## config.mk

```make
export PLATFORM = sky130hd
export DESIGN_NAME = audio_frame_sequencer_flat
export DESIGN_NICKNAME = d
export VERILOG_FILES = /design/src/rtl/audio_frame_sequencer_if.sv /design/src/rtl/audio_frame_sequencer.sv /design/src/flat_wrapper.sv
export SDC_FILE = /design/constraint.sdc
export NUM_CORES = 1
export LEC_CHECK = 0
export ABC_AREA = 1
export BUFFER_PORTS_ARGS = -buffer_cell sky130_fd_sc_hd__buf_2
export CAP_MARGIN = 0
export CORE_ASPECT_RATIO = 0.8
export CORE_MARGIN = 5
export CORE_UTILIZATION = 40
export CTS_CLUSTER_SIZE = 8
export DETAILED_ROUTE_END_ITERATION = 16
export PLACE_DENSITY = 0.55
export SYNTH_ARGS = -nofsm -noshare
export SYNTH_HDL_FRONTEND = slang
export SYNTH_SLANG_ARGS = --single-unit
```

## constraint.sdc

```tcl
create_clock -name system_clock -period 1.8 [get_ports system_clock]
set_input_delay 0.36 -clock system_clock [delete_from_list [all_inputs] [get_ports system_clock]]
set_output_delay 0.36 -clock system_clock [all_outputs]
set_load 0.1 [all_outputs]
```

## src/rtl/audio_frame_sequencer_if.sv

```systemverilog
// rtl/audio_frame_sequencer_if.sv - register-file / sequencer / generator signal bundle
//
// Ports (signals):
//   NR52            master control, bit 7 = power
//   trigger         per-channel NRx4 bit-7 write pulse
//   length_enable   per-channel NRx4 bit-6 level
//   length_load     per-channel NRx1 write pulse
//   length_ch1/2/4  6-bit length load values
//   length_ch3      8-bit length load value
//   length_tick     256 Hz one-cycle enable
//   sweep_tick      128 Hz one-cycle enable
//   envelope_tick   64 Hz one-cycle enable
//   step            current sequencer step
//   channel_active  per-channel on flags
// master: register-file / generator side; slave: the sequencer.

interface audio_frame_sequencer_if;
    logic [7:0] NR52;
    logic [3:0] trigger;
    logic [3:0] length_enable;
    logic [3:0] length_load;
    logic [5:0] length_ch1;
    logic [5:0] length_ch2;
    logic [7:0] length_ch3;
    logic [5:0] length_ch4;
    logic       length_tick;
    logic       sweep_tick;
    logic       envelope_tick;
    logic [2:0] step;
    logic [3:0] channel_active;

    modport master (
        output NR52, trigger, length_enable, length_load,
               length_ch1, length_ch2, length_ch3, length_ch4,
        input  length_tick, sweep_tick, envelope_tick, step, channel_active
    );

    modport slave (
        input  NR52, trigger, length_enable, length_load,
               length_ch1, length_ch2, length_ch3, length_ch4,
        output length_tick, sweep_tick, envelope_tick, step, channel_active
    );
endinterface

```

## src/rtl/audio_frame_sequencer.sv

```systemverilog
// rtl/audio_frame_sequencer.sv - frame sequencer ticks and channel length counters
//
// Ports:
//   system_clock  sole clock
//   reset_n       asynchronous active-low reset
//   bus           audio_frame_sequencer_if.slave (register inputs, tick/step/active outputs)

module audio_frame_sequencer #(
    parameter int CLK_HZ  = 100_000_000,
    parameter int TICK_HZ = 512
) (
    input  logic                     system_clock,
    input  logic                     reset_n,
    audio_frame_sequencer_if.slave   bus
);

    localparam int DIV = CLK_HZ / TICK_HZ;
    localparam int PW  = (DIV > 2) ? $clog2(DIV) : 1;
    localparam logic [PW-1:0] PRESC_LAST = PW'(DIV - 1);

    logic          power;
    logic [PW-1:0] presc;
    logic          wrap;
    logic [2:0]    step_q;
    logic          length_tick_q;
    logic          sweep_tick_q;
    logic          envelope_tick_q;

    logic [6:0]    rem1, rem2, rem4;
    logic [8:0]    rem3;
    logic [6:0]    rem1_n, rem2_n, rem4_n;
    logic [8:0]    rem3_n;
    logic [3:0]    active, active_n;
    logic [3:0]    dec;

    wire unused_nr52 = ^bus.NR52[6:0];

    assign power = bus.NR52[7];
    assign wrap  = (presc == PRESC_LAST);

    // Load value first, then trigger's zero-check on the (possibly loaded) value;
    // the decrement only happens when neither trigger nor load is present.
    function automatic logic [6:0] rem7_next(input logic [6:0] rem, input logic [5:0] value,
                                             input logic trig, input logic load, input logic dc);
        logic [6:0] r;
        r = load ? (7'd64 - {1'b0, value}) : rem;
        if (trig) begin
            if (r == 7'd0) r = 7'd64;
        end else if (!load && dc && rem != 7'd0) begin
            r = rem - 7'd1;
        end
        return r;
    endfunction

    // 256 - value in 9 bits: value 0 loads the full 256.
    function automatic logic [8:0] rem9_next(input logic [8:0] rem, input logic [7:0] value,
                                             input logic trig, input logic load, input logic dc);
        logic [8:0] r;
        r = load ? (9'd256 - {1'b0, value}) : rem;
        if (trig) begin
            if (r == 9'd0) r = 9'd256;
        end else if (!load && dc && rem != 9'd0) begin
            r = rem - 9'd1;
        end
        return r;
    endfunction

    function automatic logic active_next(input logic act, input logic trig, input logic load,
                                         input logic dc, input logic rem_one);
        logic a;
        a = act;
        if (trig)
            a = 1'b1;
        else if (!load && dc && rem_one)
            a = 1'b0;
        return a;
    endfunction

    // Prescaler, step counter and tick decode; decode uses the pre-increment step.
    always_ff @(posedge system_clock or negedge reset_n) begin
        if (!reset_n) begin
            presc           <= '0;
            step_q          <= 3'd0;
            length_tick_q   <= 1'b0;
            sweep_tick_q    <= 1'b0;
            envelope_tick_q <= 1'b0;
        end else if (!power) begin
            presc           <= '0;
            step_q          <= 3'd0;
            length_tick_q   <= 1'b0;
            sweep_tick_q    <= 1'b0;
            envelope_tick_q <= 1'b0;
        end else begin
            presc           <= wrap ? '0 : presc + 1'b1;
            length_tick_q   <= wrap && !step_q[0];
            sweep_tick_q    <= wrap && (step_q[1:0] == 2'b10);
            envelope_tick_q <= wrap && (step_q == 3'd7);
            if (wrap)
                step_q <= step_q + 3'd1;
        end
    end

    // Decrement acts on the edge that closes the registered length_tick cycle.
    always_comb begin
        dec      = {4{length_tick_q}} & bus.length_enable;
        rem1_n   = rem7_next(rem1, bus.length_ch1, bus.trigger[0], bus.length_load[0], dec[0]);
        rem2_n   = rem7_next(rem2, bus.length_ch2, bus.trigger[1], bus.length_load[1], dec[1]);
        rem3_n   = rem9_next(rem3, bus.length_ch3, bus.trigger[2], bus.length_load[2], dec[2]);
        rem4_n   = rem7_next(rem4, bus.length_ch4, bus.trigger[3], bus.length_load[3], dec[3]);
        active_n = active;
        active_n[0] = active_next(active[0], bus.trigger[0], bus.length_load[0], dec[0], rem1 == 7'd1);
        active_n[1] = active_next(active[1], bus.trigger[1], bus.length_load[1], dec[1], rem2 == 7'd1);
        active_n[2] = active_next(active[2], bus.trigger[2], bus.length_load[2], dec[2], rem3 == 9'd1);
        active_n[3] = active_next(active[3], bus.trigger[3], bus.length_load[3], dec[3], rem4 == 7'd1);
    end

    always_ff @(posedge system_clock or negedge reset_n) begin
        if (!reset_n) begin
            rem1   <= 7'd0;
            rem2   <= 7'd0;
            rem3   <= 9'd0;
            rem4   <= 7'd0;
            active <= 4'd0;
        end else if (!power) begin
            rem1   <= 7'd0;
            rem2   <= 7'd0;
            rem3   <= 9'd0;
            rem4   <= 7'd0;
            active <= 4'd0;
        end else begin
            rem1   <= rem1_n;
            rem2   <= rem2_n;
            rem3   <= rem3_n;
            rem4   <= rem4_n;
            active <= active_n;
        end
    end

    assign bus.length_tick    = length_tick_q;
    assign bus.sweep_tick     = sweep_tick_q;
    assign bus.envelope_tick  = envelope_tick_q;
    assign bus.step           = step_q;
    assign bus.channel_active = active;

endmodule
```

## src/flat_wrapper.sv

```systemverilog
// flat-port wrapper written by rule: the top's interface ports become plain ports
module audio_frame_sequencer_flat 
#(
    parameter int CLK_HZ  = 100_000_000,
    parameter int TICK_HZ = 512
)
  (system_clock, reset_n, bus_NR52, bus_trigger, bus_length_enable, bus_length_load, bus_length_ch1, bus_length_ch2, bus_length_ch3, bus_length_ch4, bus_length_tick, bus_sweep_tick, bus_envelope_tick, bus_step, bus_channel_active);
  audio_frame_sequencer_if bus_i ();
  input  logic system_clock;
  input  logic reset_n;
  input wire logic [$bits(bus_i.NR52)-1:0] bus_NR52;
  input wire logic [$bits(bus_i.trigger)-1:0] bus_trigger;
  input wire logic [$bits(bus_i.length_enable)-1:0] bus_length_enable;
  input wire logic [$bits(bus_i.length_load)-1:0] bus_length_load;
  input wire logic [$bits(bus_i.length_ch1)-1:0] bus_length_ch1;
  input wire logic [$bits(bus_i.length_ch2)-1:0] bus_length_ch2;
  input wire logic [$bits(bus_i.length_ch3)-1:0] bus_length_ch3;
  input wire logic [$bits(bus_i.length_ch4)-1:0] bus_length_ch4;
  output wire logic [$bits(bus_i.length_tick)-1:0] bus_length_tick;
  output wire logic [$bits(bus_i.sweep_tick)-1:0] bus_sweep_tick;
  output wire logic [$bits(bus_i.envelope_tick)-1:0] bus_envelope_tick;
  output wire logic [$bits(bus_i.step)-1:0] bus_step;
  output wire logic [$bits(bus_i.channel_active)-1:0] bus_channel_active;
  assign bus_i.NR52 = bus_NR52;
  assign bus_i.trigger = bus_trigger;
  assign bus_i.length_enable = bus_length_enable;
  assign bus_i.length_load = bus_length_load;
  assign bus_i.length_ch1 = bus_length_ch1;
  assign bus_i.length_ch2 = bus_length_ch2;
  assign bus_i.length_ch3 = bus_length_ch3;
  assign bus_i.length_ch4 = bus_length_ch4;
  assign bus_length_tick = bus_i.length_tick;
  assign bus_sweep_tick = bus_i.sweep_tick;
  assign bus_envelope_tick = bus_i.envelope_tick;
  assign bus_step = bus_i.step;
  assign bus_channel_active = bus_i.channel_active;
  audio_frame_sequencer #(.CLK_HZ(CLK_HZ), .TICK_HZ(TICK_HZ)) u_core (.system_clock(system_clock), .reset_n(reset_n), .bus(bus_i));
endmodule
```

# Yosys cells after proc, flatten, opt, wreduce, memory -nomap -nowiden
# Index checks and enable logic that the tools add are counted.
word_totals:
  inputBits: 48
  register_bits: 58
  elab_cells: 100
classes:
  n_reduce_logical: 28
  addsub: 10
  muxes: 36
  bitwise_logic: 1
  n_eq_ne: 12
op_table:
  columns: ["operator", "n"]
  rows:
  - ["$mux 7", 15]
  - ["$mux 9", 5]
  - ["$mux 18", 2]
  - ["$eq 7x1->1 const B", 3]
  - ["$logic_not 7->1", 3]
  - ["$reduce_bool 7->1", 3]
  - ["$sub 7x1->7 const B", 3]
  - ["$sub 7x6->7 const A", 3]
  - ["$add 18x1->18 const B", 1]
  - ["$eq 18x18->1 const B", 1]
  - ["$logic_and 1x1->1", 15]
  - ["$ne 3x1->1 const B", 4]
  - ["$mux 1", 11]
  - ["$eq 9x1->1 const B", 1]
  - ["$logic_not 9->1", 1]
  - ["$reduce_bool 9->1", 1]
  - ["$sub 9x1->9 const B", 1]
  - ["$sub 9x8->9 const A", 1]
  - ["$mux 3", 2]
  - ["$logic_not 1->1", 5]
  - ["$and 4x4->4", 1]
  - ["$mux 4", 1]
  - ["$add 3x1->3 const B", 1]
  - ["$eq 3x3->1 const B", 1]
  - ["2 further kinds", 2]

# Logic depth before layout (Yosys ltp)
logic_depth:
  word_depth: 6
  ltp_mapped: 14
  depth_no_buf: 14

# Worst setup path after synthesis
# OpenSTA, ideal clock, no wires.
synth_timing:
  path_type: "register to register"
  start: "register u_core.length_tick_q, in the netlist u_core.bus.length_tick"
  end: "register u_core.rem2[4]"
  setup_time_ps: 94
  path_buffers: 0
  arrival_time_ps: 1801
  t_required_ps: 1706
  stages_incl_launch_ff: 7
  slack_ps: -95
  path_cell_list: "dfrtp_1 > nand2_1 > nor2_1 > nand3_1 > inv_1 > nor2_1 > a211oi_1"
synth_between:
  elab_chain_cells: 6
synth_lines:
  columns: ["element", "line_no", "rtl"]
  rows:
  - ["from (decl)", "audio_frame_sequencer.sv:25", "logic length_tick_q;"]
  - ["from (signal assigned)", "audio_frame_sequencer.sv:95", "length_tick_q <= wrap && !step_q[0];"]
  - ["$and 4x4->4", "audio_frame_sequencer.sv:105", "dec = {4{length_tick_q}} & bus.length_enable;"]
  - ["$logic_and 1x1->1 (2 in series)", "audio_frame_sequencer.sv:49", "end else if (!load && dc && rem != 7'd0) begin"]
  - ["$mux 7", "audio_frame_sequencer.sv:49", null]
  - ["$mux 7", "audio_frame_sequencer.sv:47", "if (trig) begin"]
  - ["$mux 7", "audio_frame_sequencer.sv:124", "end else if (!power) begin"]
  - ["to (signal assigned)", "audio_frame_sequencer.sv:132", "rem2 <= rem2_n;"]
  - ["to (decl)", "audio_frame_sequencer.sv:29", "logic [6:0] rem1, rem2, rem4;"]
# No other way between the ends.
# A chain may end at the register's enable or synchronous reset.

# Worst setup path after layout
layout_timing:
  start: "register u_core.presc[0]"
  end: "register u_core.step_q[0], in the netlist u_core.bus.step[0]"
layout_between:
  elab_chain_cells: 2
layout_lines:
  columns: ["element", "line_no", "rtl"]
  rows:
  - ["from (decl)", "audio_frame_sequencer.sv:22", "logic [PW-1:0] presc;"]
  - ["from (signal assigned)", "audio_frame_sequencer.sv:94", "presc <= wrap ? '0 : presc + 1'b1;"]
  - ["$eq 18x18->1", "audio_frame_sequencer.sv:39", "assign wrap = (presc == PRESC_LAST);"]
  - ["$ne 2x1->1 (no source line)", null, null]
  - ["to (signal assigned)", "audio_frame_sequencer.sv:99", "step_q <= step_q + 3'd1;"]
  - ["to (decl)", "audio_frame_sequencer.sv:24", "logic [2:0] step_q;"]
# No other way between the ends.

==> metrics.md <==
| Metric | Value |
|---|---|
| Netlist cell types | 39 |
| Number of port buffers | 50 |
| Worst Skew | roughly 0.0057 ns |
| Nets | 700 |
| Pleak | roughly 0.0025 uW |
| Post-synth top area share | between 30% and 40% |
| RePlAce Congestion | between 0.8 and 0.9 |
| Mux cell area share after synthesis | 0% |
| M3 GR Usage | 3.77% |
| Cell Chain, Critical Path | ha_4 > nand3_4 > inv_1 > nand4_1 > nor4_4 > buf_4 > nor2_4 > inv_4 > o21bai_1 |
| Reg2Reg Depth | 9 |
| Clock Sinks | 58 |
| DR iter-0 viols | 170 |
| Antenna cells | 0 |
| DRT Pass-1 Iters | 4 |
| Drt wl/cell | around 13 um |
| Synthesized area | slightly above 4000 um^2 |
| Busiest grt layer | met2 |
| Top FF cell, synth | dfrtp_1 |
| Final Non-Filler Cells | just under 800 |
| Syn Area/Cell | 7.17 um^2 |
| Power Dens Cells | 820 nW/um^2 |
| Final Hold Fails | 0 |
| YS warnings | 0 |
| Post-Synthesis Cells | 565 |
| Root buf cell | clkbuf_16 |
| Syn_nets | ~630 |
| Post-synth EDFFs | 0 |
| Share of cells above drive strength 1 | between 10% and 20% |
| Antenna viol nets, final | 0 |
| Worst slack, placed | a little under 0.06 ns |
| H-Tree Depth | 3 |
| Fmax | just under 600 MHz |
| Outcome | finished clean |
| Vias in the first global route | roughly 3700 |
| Die height | about 100 um |
| Synth area leaders | dfrtp_1, nand2_1, inv_1 |
| Post-synthesis simple-gate area fraction | 31.4% |
| Setup CP Type | reg2reg |
| Io pins | between 50 and 60 |
| Worst min path class | in2async |
| Post-CTS Hold Buffers | 0 |
| Worst slew pin tran | approximately 0.49 ns |
| Worst R2R Start | u_core.presc[0] |
| Starting Density | between 40% and 50% |
| FF-to-FF setup slack | approximately 0.11 ns |
| Met2 Use GR | 26.9% |
| CTS tree | yes |
| Global-route wire length before repair | around 17000 um |
| Synthesis-to-layout area growth | 23.0% |
| Clk pin slew, worst setup/hold paths | roughly 0.050 ns |
| Critical Path End Type | register |
| Core area | approximately 9800 um^2 |
| Commonest cells after routing, fill and taps aside | nand2_1, inv_1, nor2_1, dfrtp_1, buf_2 |
| Critical Path AT | about 1.9 ns |
| Min Clock Period, post-route | about 1.7 ns |
| Die area | 12300 um^2 |
| Total power | about 4100 uW |
| Largest net degree at the start of global routing | between 50 and 60 |
| Area leader, netlist | dfrtp_1 |
| Slew HR | between 60% and 70% |
| Max Cap Viol | 0 |
| Seq/Total Area, Yosys | about 36% |
| Final worst-path cycle share | between 90 and 100% |
| Worst vdd ir | roughly 0.42 mV |
| Row count | 32 |
| Width of the die | between 100 and 150 um |
| Startpoint Class | register |
| Synth Area in Adders | ~4.9% |
| Final Util | around 51% |
| FF+latch count, synth | 58 |
| Placed cell count | between 700 and 800 |
| Xor/xnor share of the synthesized area | approximately 5.0% |
| Asr flop ratio synth | between 90% and 100% |
| Vias | roughly 3800 |
| Routed vias/inst | just under 5 |
| Initial antenna violation count | 0 |
| Fin worst setup slack | 0.110 ns |
| Clock Path Buffers | 2 |
| Synth Area in Compound Gates | ~14% |
| Slowest-stage cell, CP | dfrtp_1 |
| # DRC | 0 |
| Worst-path maximum fanout | 8 |
| Final setup vio count | 0 |
| Final Max Tran Viols | 0 |
| Main combinational cell family by area after synthesis | simple AND/OR/NAND/NOR gates |
| Slowest stage delay, CP | 0.40 ns |
| Most common cell after layout, fill and taps aside | nand2_1 |
| RR Endpoint | u_core.bus.step[0] |
| Post-Route WL | 9740 um |
| Met1 Use GR | a little under a quarter |
| Remaining global-route overflow | 0 |
| Post-DP HPWL | between 7000 and 8000 um |
| Data required time of the critical path | 2.01 ns |
| Tot GR Track Use | about 17% |
| Clk_lat worst skew | 0.32 ns |
| Hold_ws | a little under 0.02 ns |
| Number of buffers created by CTS | 9 |
-- final cells by class --
class | count | area, um^2
inverters | 84 | 319
fillers | 1009 | 4790
repair buffers | 66 | 383
multi-input cells | 417 | 2300
flip-flops and latches | 58 | 1450
clock buffers | 11 | 253
well taps | 136 | 170
clock inverters | 5 | 100
-- layer usage --
layer	vias up	wire (um)
met5	-	0
met2	50	4430
met4	0	142
met1	1714	4830
li1	1991	-
met3	10	343
-- stage by stage --
step / area (um^2) / setup TNS (ns)
floorplan: 4050 / 0
global placement: 4550 / 0
detailed placement: 4550 / 0
CTS: 4900 / 0
global route: 4980 / -0.0726
finish: 4980 / 0
-- worst max path at each step --
| stage | slack [ns] | start | end |
|---|---|---|---|
| 3_3_place_gp | 0.08 | bus_length_ch3[0] | u_core.rem3[8] |
| 2_1_floorplan | 0.12 | u_core.bus.step[0] | u_core.bus.step[2] |
| 6_report | 0.11 | u_core.presc[0] | u_core.bus.step[0] |
| 4_1_cts | 0.04 | u_core.presc[1] | u_core.presc[6] |
| 3_5_place_dp | 0.06 | u_core.presc[1] | u_core.presc[6] |
| 5_1_grt | -0.03 | u_core.rem4[0] | u_core.rem4[4] |
-- synthesized netlist by cell type, types with 2 or more instances --
master and count:
nand2_1 125, inv_1 77, nor2_1 68, dfrtp_1 58, o21ai_0 43, nand3_1 41, a21oi_1 28, ha_1 16
xor2_1 13, xnor2_1 10, nand4_1 9, nor3_1 9, a211oi_1 6, buf_2 5, nor2_2 5, nor2_4 5
a31oi_1 4, inv_2 4, o221ai_1 4, o31ai_1 4, nand3_2 3, nor3b_1 3, o211ai_1 3, a22oi_1 2
buf_1 2, clkinv_2 2, nand2_2 2, nand4_4 2, o21bai_1 2
-- registers in the layout (all words and copies together) (netlist names) --
signal	flops
u_core.rem3	9
u_core.rem4	7
u_core.bus.length_tick	1
u_core.bus.sweep_tick	1
u_core.rem1	7
u_core.bus.step	3
u_core.bus.envelope_tick	1
u_core.rem2	7
u_core.presc	18
u_core.bus.channel_active	4
-- cells by family (layout without fill, tap and decap cells) --
kind of cell / after synthesis / in the layout
XOR/XNOR: 23 / 23
AND/OR/NAND/NOR: 277 / 278
adder cells (fa/ha/maj): 16 / 16
buffers and inverters: 91 / 166
flip-flops: 58 / 58
AO/OA/AOI/OAI: 100 / 100
-- what timing repair did --
action	CTS	global route
setup buffers	0	3
endpoints found under the setup margin	0	27
gates resized for setup	0	15
-- worst max-delay path: cells and delay by family (launching register included) --
kind / cells / cell delay [ns]
compound gates: 1 / 0.06
fa+ha+maj: 1 / 0.18
buf+inv: 3 / 0.36
flops: 1 / 0.40
simple gates: 4 / 0.58
-- power breakdown --
| part | internal (uW) | leakage, uW | switching, uW |
|---|---|---|---|
| clock network | 1420 | 0.000176 | 590 |
| registers | 1360 | 0.000777 | 50.9 |
| logic | 249 | 0.00155 | 414 |
No activity file was read; power rests on OpenSTA's default activity.
